--- config.mk ---
export PLATFORM = sky130hd
export DESIGN_NAME = edge_pulse_gen
export DESIGN_NICKNAME = d
export VERILOG_FILES = /design/src/rtl/edge_pulse_gen.sv
export SDC_FILE = /design/constraint.sdc
export NUM_CORES = 1
export LEC_CHECK = 0
export BUFFER_PORTS_ARGS = -buffer_cell sky130_fd_sc_hd__buf_2
export CORE_ASPECT_RATIO = 1.4
export CORE_MARGIN = 4
export CORE_UTILIZATION = 54
export DETAILED_ROUTE_END_ITERATION = 7
export GPL_ROUTABILITY_DRIVEN = 0
export GPL_TIMING_DRIVEN = 0
export PLACE_DENSITY = 0.76
export SLEW_MARGIN = 15
export SYNTH_ARGS = -nofsm -noshare
export SYNTH_HDL_FRONTEND = slang
export SYNTH_SLANG_ARGS = --single-unit
--- constraint.sdc ---
create_clock -name Clock -period 1.9 [get_ports Clock]
set_input_delay 0.095 -clock Clock [delete_from_list [all_inputs] [get_ports Clock]]
set_output_delay 0.095 -clock Clock [all_outputs]
set_load 0.1 [all_outputs]
--- src/rtl/edge_pulse_gen.sv ---
//------------------------------------------------------------------------------
// Module   : edge_pulse_gen
// Brief    : Synchronises and debounces a raw level, then emits a one-cycle
//            Pulse on each accepted rising edge (and falling edge too when
//            EDGE_PULSE_BOTH_EN is defined).
// Revision : 1.0 - initial release
//------------------------------------------------------------------------------
`default_nettype none

module edge_pulse_gen #(
    parameter int SYNC_STAGES     = 2,
    parameter int DEBOUNCE_CYCLES = 4,
    parameter int CNT_W           = 8
) (
    input  logic             Clock,
    input  logic             Reset_n,
    input  logic             In,
    output logic             Pulse,
    output logic             Level,
    output logic             Busy,
    output logic [CNT_W-1:0] Edge_cnt
);

    typedef enum logic [1:0] {
        STABLE_LOW  = 2'd0,
        ARM_HIGH    = 2'd1,
        STABLE_HIGH = 2'd2,
        ARM_LOW     = 2'd3
    } state_t;

    localparam logic [CNT_W-1:0] C_DEB_LIMIT = CNT_W'(DEBOUNCE_CYCLES);
    localparam logic [CNT_W-1:0] C_CNT_ONE   = CNT_W'(1);

    logic [SYNC_STAGES-1:0] sync_q;
    logic [SYNC_STAGES-1:0] sync_d;
    state_t                 state_q;
    state_t                 state_d;
    logic [CNT_W-1:0]       cnt_q;
    logic [CNT_W-1:0]       cnt_d;
    logic                   pulse_q;
    logic                   pulse_d;
    logic [CNT_W-1:0]       edge_cnt_q;
    logic [CNT_W-1:0]       edge_cnt_d;
    logic                   s;
    logic                   qual_done;

    assign sync_d    = {sync_q[SYNC_STAGES-2:0], In};
    assign s         = sync_q[SYNC_STAGES-1];
    assign qual_done = (cnt_q == C_DEB_LIMIT);

    always_ff @(posedge Clock or negedge Reset_n) begin
        if (!Reset_n) begin
            sync_q     <= '0;
            state_q    <= STABLE_LOW;
            cnt_q      <= '0;
            pulse_q    <= 1'b0;
            edge_cnt_q <= '0;
        end else begin
            sync_q     <= sync_d;
            state_q    <= state_d;
            cnt_q      <= cnt_d;
            pulse_q    <= pulse_d;
            edge_cnt_q <= edge_cnt_d;
        end
    end

    // A reverting sample is tested before completion so that it wins a tie.
    always_comb begin
        state_d    = state_q;
        cnt_d      = cnt_q;
        pulse_d    = 1'b0;
        edge_cnt_d = edge_cnt_q;
        case (state_q)
            STABLE_LOW: begin
                if (s) begin
                    state_d = ARM_HIGH;
                    cnt_d   = C_CNT_ONE;
                end
            end
            ARM_HIGH: begin
                if (!s) begin
                    state_d = STABLE_LOW;
                    cnt_d   = '0;
                end else if (qual_done) begin
                    state_d    = STABLE_HIGH;
                    cnt_d      = '0;
                    pulse_d    = 1'b1;
                    edge_cnt_d = edge_cnt_q + C_CNT_ONE;
                end else begin
                    cnt_d = cnt_q + C_CNT_ONE;
                end
            end
            STABLE_HIGH: begin
                if (!s) begin
                    state_d = ARM_LOW;
                    cnt_d   = C_CNT_ONE;
                end
            end
            ARM_LOW: begin
                if (s) begin
                    state_d = STABLE_HIGH;
                    cnt_d   = '0;
                end else if (qual_done) begin
                    state_d = STABLE_LOW;
                    cnt_d   = '0;
`ifdef EDGE_PULSE_BOTH_EN
                    pulse_d    = 1'b1;
                    edge_cnt_d = edge_cnt_q + C_CNT_ONE;
`else
                    pulse_d    = 1'b0;
                    edge_cnt_d = edge_cnt_q;
`endif
                end else begin
                    cnt_d = cnt_q + C_CNT_ONE;
                end
            end
            default: begin
                state_d = STABLE_LOW;
                cnt_d   = '0;
            end
        endcase
    end

    assign Pulse    = pulse_q;
    assign Level    = (state_q == STABLE_HIGH) || (state_q == ARM_LOW);
    assign Busy     = (state_q == ARM_HIGH) || (state_q == ARM_LOW);
    assign Edge_cnt = edge_cnt_q;

endmodule

`default_nettype wire
== Word-level counts from Yosys, hierarchy flattened ==
Cells that the tools add are included.

* Word-level logic and storage cells: 37
* Flip-flop bits (word level): 21

* Reduce and logical (&&, ||, !) cells: 6
* Equality and inequality tests: 8
* Add/subtract/negate cells: 2
* Mux-type cells: 16

{| class="wikitable"
|+ Operators by type and width
! cell !! count
|-
| $mux 8 || 5
|-
| $pmux 8 s4 || 1
|-
| $add 8x1->8 const B || 2
|-
| $mux 2 || 6
|-
| $eq 8x3->1 const B || 1
|-
| $pmux 2 s4 || 1
|-
| $ne 3x3->1 const B || 2
|-
| $eq 2x2->1 const B || 2
|-
| $ne 2x2->1 const B || 2
|-
| $reduce_and 4->1 || 1
|-
| $mux 1 || 3
|-
| $reduce_and 3->1 || 1
|-
| $eq 2x1->1 const B || 1
|-
| $logic_not 2->1 || 1
|-
| $logic_or 1x1->1 || 2
|-
| $reduce_and 2->1 || 1
|}

== Depth between registers and ports, before layout ==
* Depth after elaboration: 4
* Mapped depth: 7
* Gate-level depth less buffers: 6

== Worst setup path before layout ==
No wires, ideal clock.

* Path kind: register to register
* Start: register edge_cnt_q[3], in the netlist Edge_cnt[3]
* End: register edge_cnt_q[7], in the netlist Edge_cnt[7]
* Required time: 1.742 ns
* Period minus slack after synthesis: 1.801 ns
* Path buffers: 0
* Arrival time: 1.644 ns
* Stages on the path, launching flop included: 5
* Path slack: 0.099 ns
* Cells stage by stage: dfrtp_1 -> and3_1 -> and2_1 -> nand4_1 -> xnor2_1

* Word-level cells in the longest chain between the ends: 1

{| class="wikitable"
|+ Ends and longest elaborated chain
! what !! RTL line !! RTL
|-
| from (decl) || 42 || <nowiki>logic [CNT_W-1:0] edge_cnt_q;</nowiki>
|-
| from (signal assigned) || 63 || <nowiki>edge_cnt_q <= edge_cnt_d;</nowiki>
|-
| $add 8x1->8 || 88 || <nowiki>edge_cnt_d = edge_cnt_q + C_CNT_ONE;</nowiki>
|}

Every way passes these cells.
A chain may end at the register's enable or synchronous reset.

== Worst setup path in the final report ==
* Start: register cnt_q[0]
* End: register cnt_q[5]

* Word-level cells in the longest chain between the ends: 4

{| class="wikitable"
|+ Ends and longest elaborated chain
! what !! RTL line !! RTL
|-
| from (decl) || 38 || <nowiki>logic [CNT_W-1:0] cnt_q;</nowiki>
|-
| from (signal assigned) || 61 || <nowiki>cnt_q <= cnt_d;</nowiki>
|-
| $add 8x1->8 or $eq 8x3->1 (tied branches) || 90, 114, 49 ||
|-
| $mux 8 * || 84, 103 ||
|-
| $mux 8 (on tied branches) || 100, 81 ||
|-
| $pmux 8 s4 * || 73 || <nowiki>case (state_q)</nowiki>
|}

Every way passes the cells marked *; elsewhere a longest branch is shown, timed or not.

==> reports/results.txt <==
Share of cells above drive strength 1 -> 25.5%
CTS tree -> built
Post-Synthesis Cells -> 90
Clock slew at reported path FFs -> 110 ps
Endpoints failing setup -> 0
# fillers -> 137
GRT Residual Overflow -> 0
Syn-to-layout area delta -> 15.0%
WP data arrival -> 2070 ps
Ports -> 14
Avg WL per Cell -> 14.1 µm
Sequential share of the synthesized area -> 52.2%
Via density -> 5.65
Run status -> finished clean
Final cycle utilization of the critical path -> 97.1%
Setup CP Type -> flip-flop to flip-flop
Synth Flop Type -> dfrtp_1
Final Skew -> 2.06 ps
Crit path required time -> 2130 ps
Crit path capture type -> flip-flop
Reg-to-reg endpoint -> cnt_q[5]
Die height -> 59.1 µm
Nets -> 117
Endpoints failing hold -> 0
Post-layout power -> 1.59 mW
DRT antenna net count -> 0
Post-synthesis area per instance -> 11.2 µm²
TritonCTS buffer count -> 3
Commonest cells post-synth -> dfrtp_1 (21), nand2_1 (9), nand3_1 (8)
Async set-reset flop share out of synthesis -> 100%
Pleak -> 0.576 nW
Iteration-0 DRC Markers -> 9
Drt first pass iters -> 2
Root Driver -> clkbuf_4
Crit path time final -> 1840 ps
Cell area after synthesis -> 0.00101 mm²
Class of the worst hold path -> primary input to asynchronous set/reset pin
Vias -> 735
Yosys warns -> 0
First-pass GRT wire length -> 3280 µm
Number of synthesized flops with an enable pin -> 0
Startpoint types -> flip-flop
Most frequent cell after synthesis -> dfrtp_1
Least-Margin Pin Slew -> 593 ps
Max Clk Rate -> 0.542 GHz
Setup TNS -> 0 ps
Worst skew pair latency -> 300 ps
Share of the synthesized area in the top cell type -> 52.2%
Reg-to-reg slack, setup -> 60 ps
Post-Route Utilization -> 65.1%
Tot GR Track Use -> 17.0%
Vias in the first global route -> 790
Placeable Area -> 0.00178 mm²
Crit Path Max Fanout -> 10
Gr busiest metal -> met2
Max-slew violations -> 0
#FFs+latches synth -> 21
Initial Util -> 56.6%
Post-synth cell types -> 31
Maximum vdd ir drop -> 0.00120 V
Largest net degree at the start of global routing -> 22
GRT met2 Usage -> 29.6%
RSZ-0062 raised after global routing -> true
Post-DP HPWL -> 1330 µm
Met3 Use GR -> 2.13%
Yosys top cell by area -> dfrtp_1
PwrDens -> 1370 mW/mm²
Worst r2r src -> cnt_q[0]
# H-tree levels -> 1
M1 GR Usage -> 19.2%
Die X -> 44.5 µm
Top cells by area, synth -> dfrtp_1 (52%), xnor2_1 (6.1%), nand3_1 (4.0%)
Relative slew slack -> 60.2%
Die Area -> 0.00263 mm²
WL final -> 1830 µm
Initial antenna violation count -> 0
FP Rows -> 18
Max-cap violations -> 0
Post-synthesis net count -> 96
DRC violations left -> 0
# clock sinks -> 21
Port bufs -> 13
Ant diodes -> 0
Clk buf depth -> 2
Register-to-Register Path Depth -> 7
power breakdown:
group          switching (mW)  internal (mW)
Combinational           0.542          0.227
Sequential             0.0876          0.520
Clock                   0.131         0.0820
placed cells by master (no fill, tap or decap), types with 2 or more instances in the layout:
| master | netlist | final |
|---|---|---|
| a21oi_1 | 2 | 2 |
| a31oi_1 | 4 | 4 |
| and3_1 | 3 | 3 |
| buf_2 | 0 | 13 |
| buf_4 | 1 | 2 |
| clkbuf_1 | 1 | 2 |
| clkbuf_4 | 0 | 3 |
| dfrtp_1 | 21 | 21 |
| dlygate4sd3_1 | 0 | 2 |
| ha_1 | 3 | 3 |
| inv_1 | 4 | 4 |
| mux2_2 | 3 | 3 |
| nand2_1 | 9 | 9 |
| nand3_1 | 8 | 8 |
| nand4_1 | 3 | 3 |
| o21ai_0 | 4 | 4 |
| xnor2_1 | 7 | 7 |
final cells by class:
type / instances / area [µm²] / share of cell area (%)
clock buffer: 4 / 26.3 / 2.27
timing repair buffer: 16 / 92.6 / 7.99
tap: 20 / 25.0 / 2.16
sequential: 21 / 526 / 45.4
multi-input combinational: 62 / 454 / 39.2
buffer: 3 / 20.0 / 1.73
inverter: 4 / 15.0 / 1.30
per-layer routing:
layer / vias up / routed length, µm
met3: 9 / 63
met1: 347 / 749
li1: 362 / -
met5: - / 0
met4: 0 / 63
met2: 17 / 954
timing repair:
item	4_1_cts	5_1_grt
setup buffers	0	1
gates resized for setup	0	1
endpoints found under the setup margin	0	6
hold buffers	2	0
endpoints found under the hold margin	22	0
through the flow:
step | cell area [µm²] | hold slack [ps] | worst slack [ps] | std cells
3_5_place_dp | 1100 | 76.3 | 69.6 | 123
2_1_floorplan | 1010 | -201 | 98.8 | 90
3_3_place_gp | 1100 | 64.6 | 106 | 123
4_1_cts | 1140 | 273 | 31.4 | 129
6_report | 1160 | 265 | 56.0 | 130
5_1_grt | 1160 | 299 | -71.0 | 130
registers in the layout, summed over array words and instances, names as in the netlist, named ones only:
register,count
Edge_cnt,8
cnt_q,8
sync_q,2
state_q,1
Pulse,1
worst max path at each step:
stage / from / end / slack, ps / cells past startpoint
global placement: cnt_q[0] / Edge_cnt[1] / 110 / 6
finish: cnt_q[0] / cnt_q[5] / 60 / 7
detailed placement: cnt_q[0] / cnt_q[5] / 70 / 6
CTS: cnt_q[0] / cnt_q[5] / 30 / 6
floorplan: Edge_cnt[3] / Edge_cnt[7] / 100 / 4
global route: cnt_q[0] / cnt_q[5] / -70 / 7
cell families (layout without fill, tap and decap cells):
logic type | Yosys count | in the layout | synth area share [%]
buffers and inverters | 7 | 27 | 3.48
multiplexers | 3 | 3 | 3.35
flip-flops | 21 | 21 | 52.2
adder cells (fa/ha/maj) | 3 | 3 | 3.73
AO/OA/AOI/OAI | 16 | 16 | 11.1
AND/OR/NAND/NOR | 32 | 32 | 19.3
XOR/XNOR | 8 | 8 | 6.96
worst max-delay path, stage by stage, from the launching register on:
cell      delay (ps)
dfrtp_1          410
inv_1             90
ha_1             200
nor4b_4          140
buf_4            160
a211oi_4         410
a41oi_1          180
a31oi_1          180
Power figures use the tool's default switching activity.
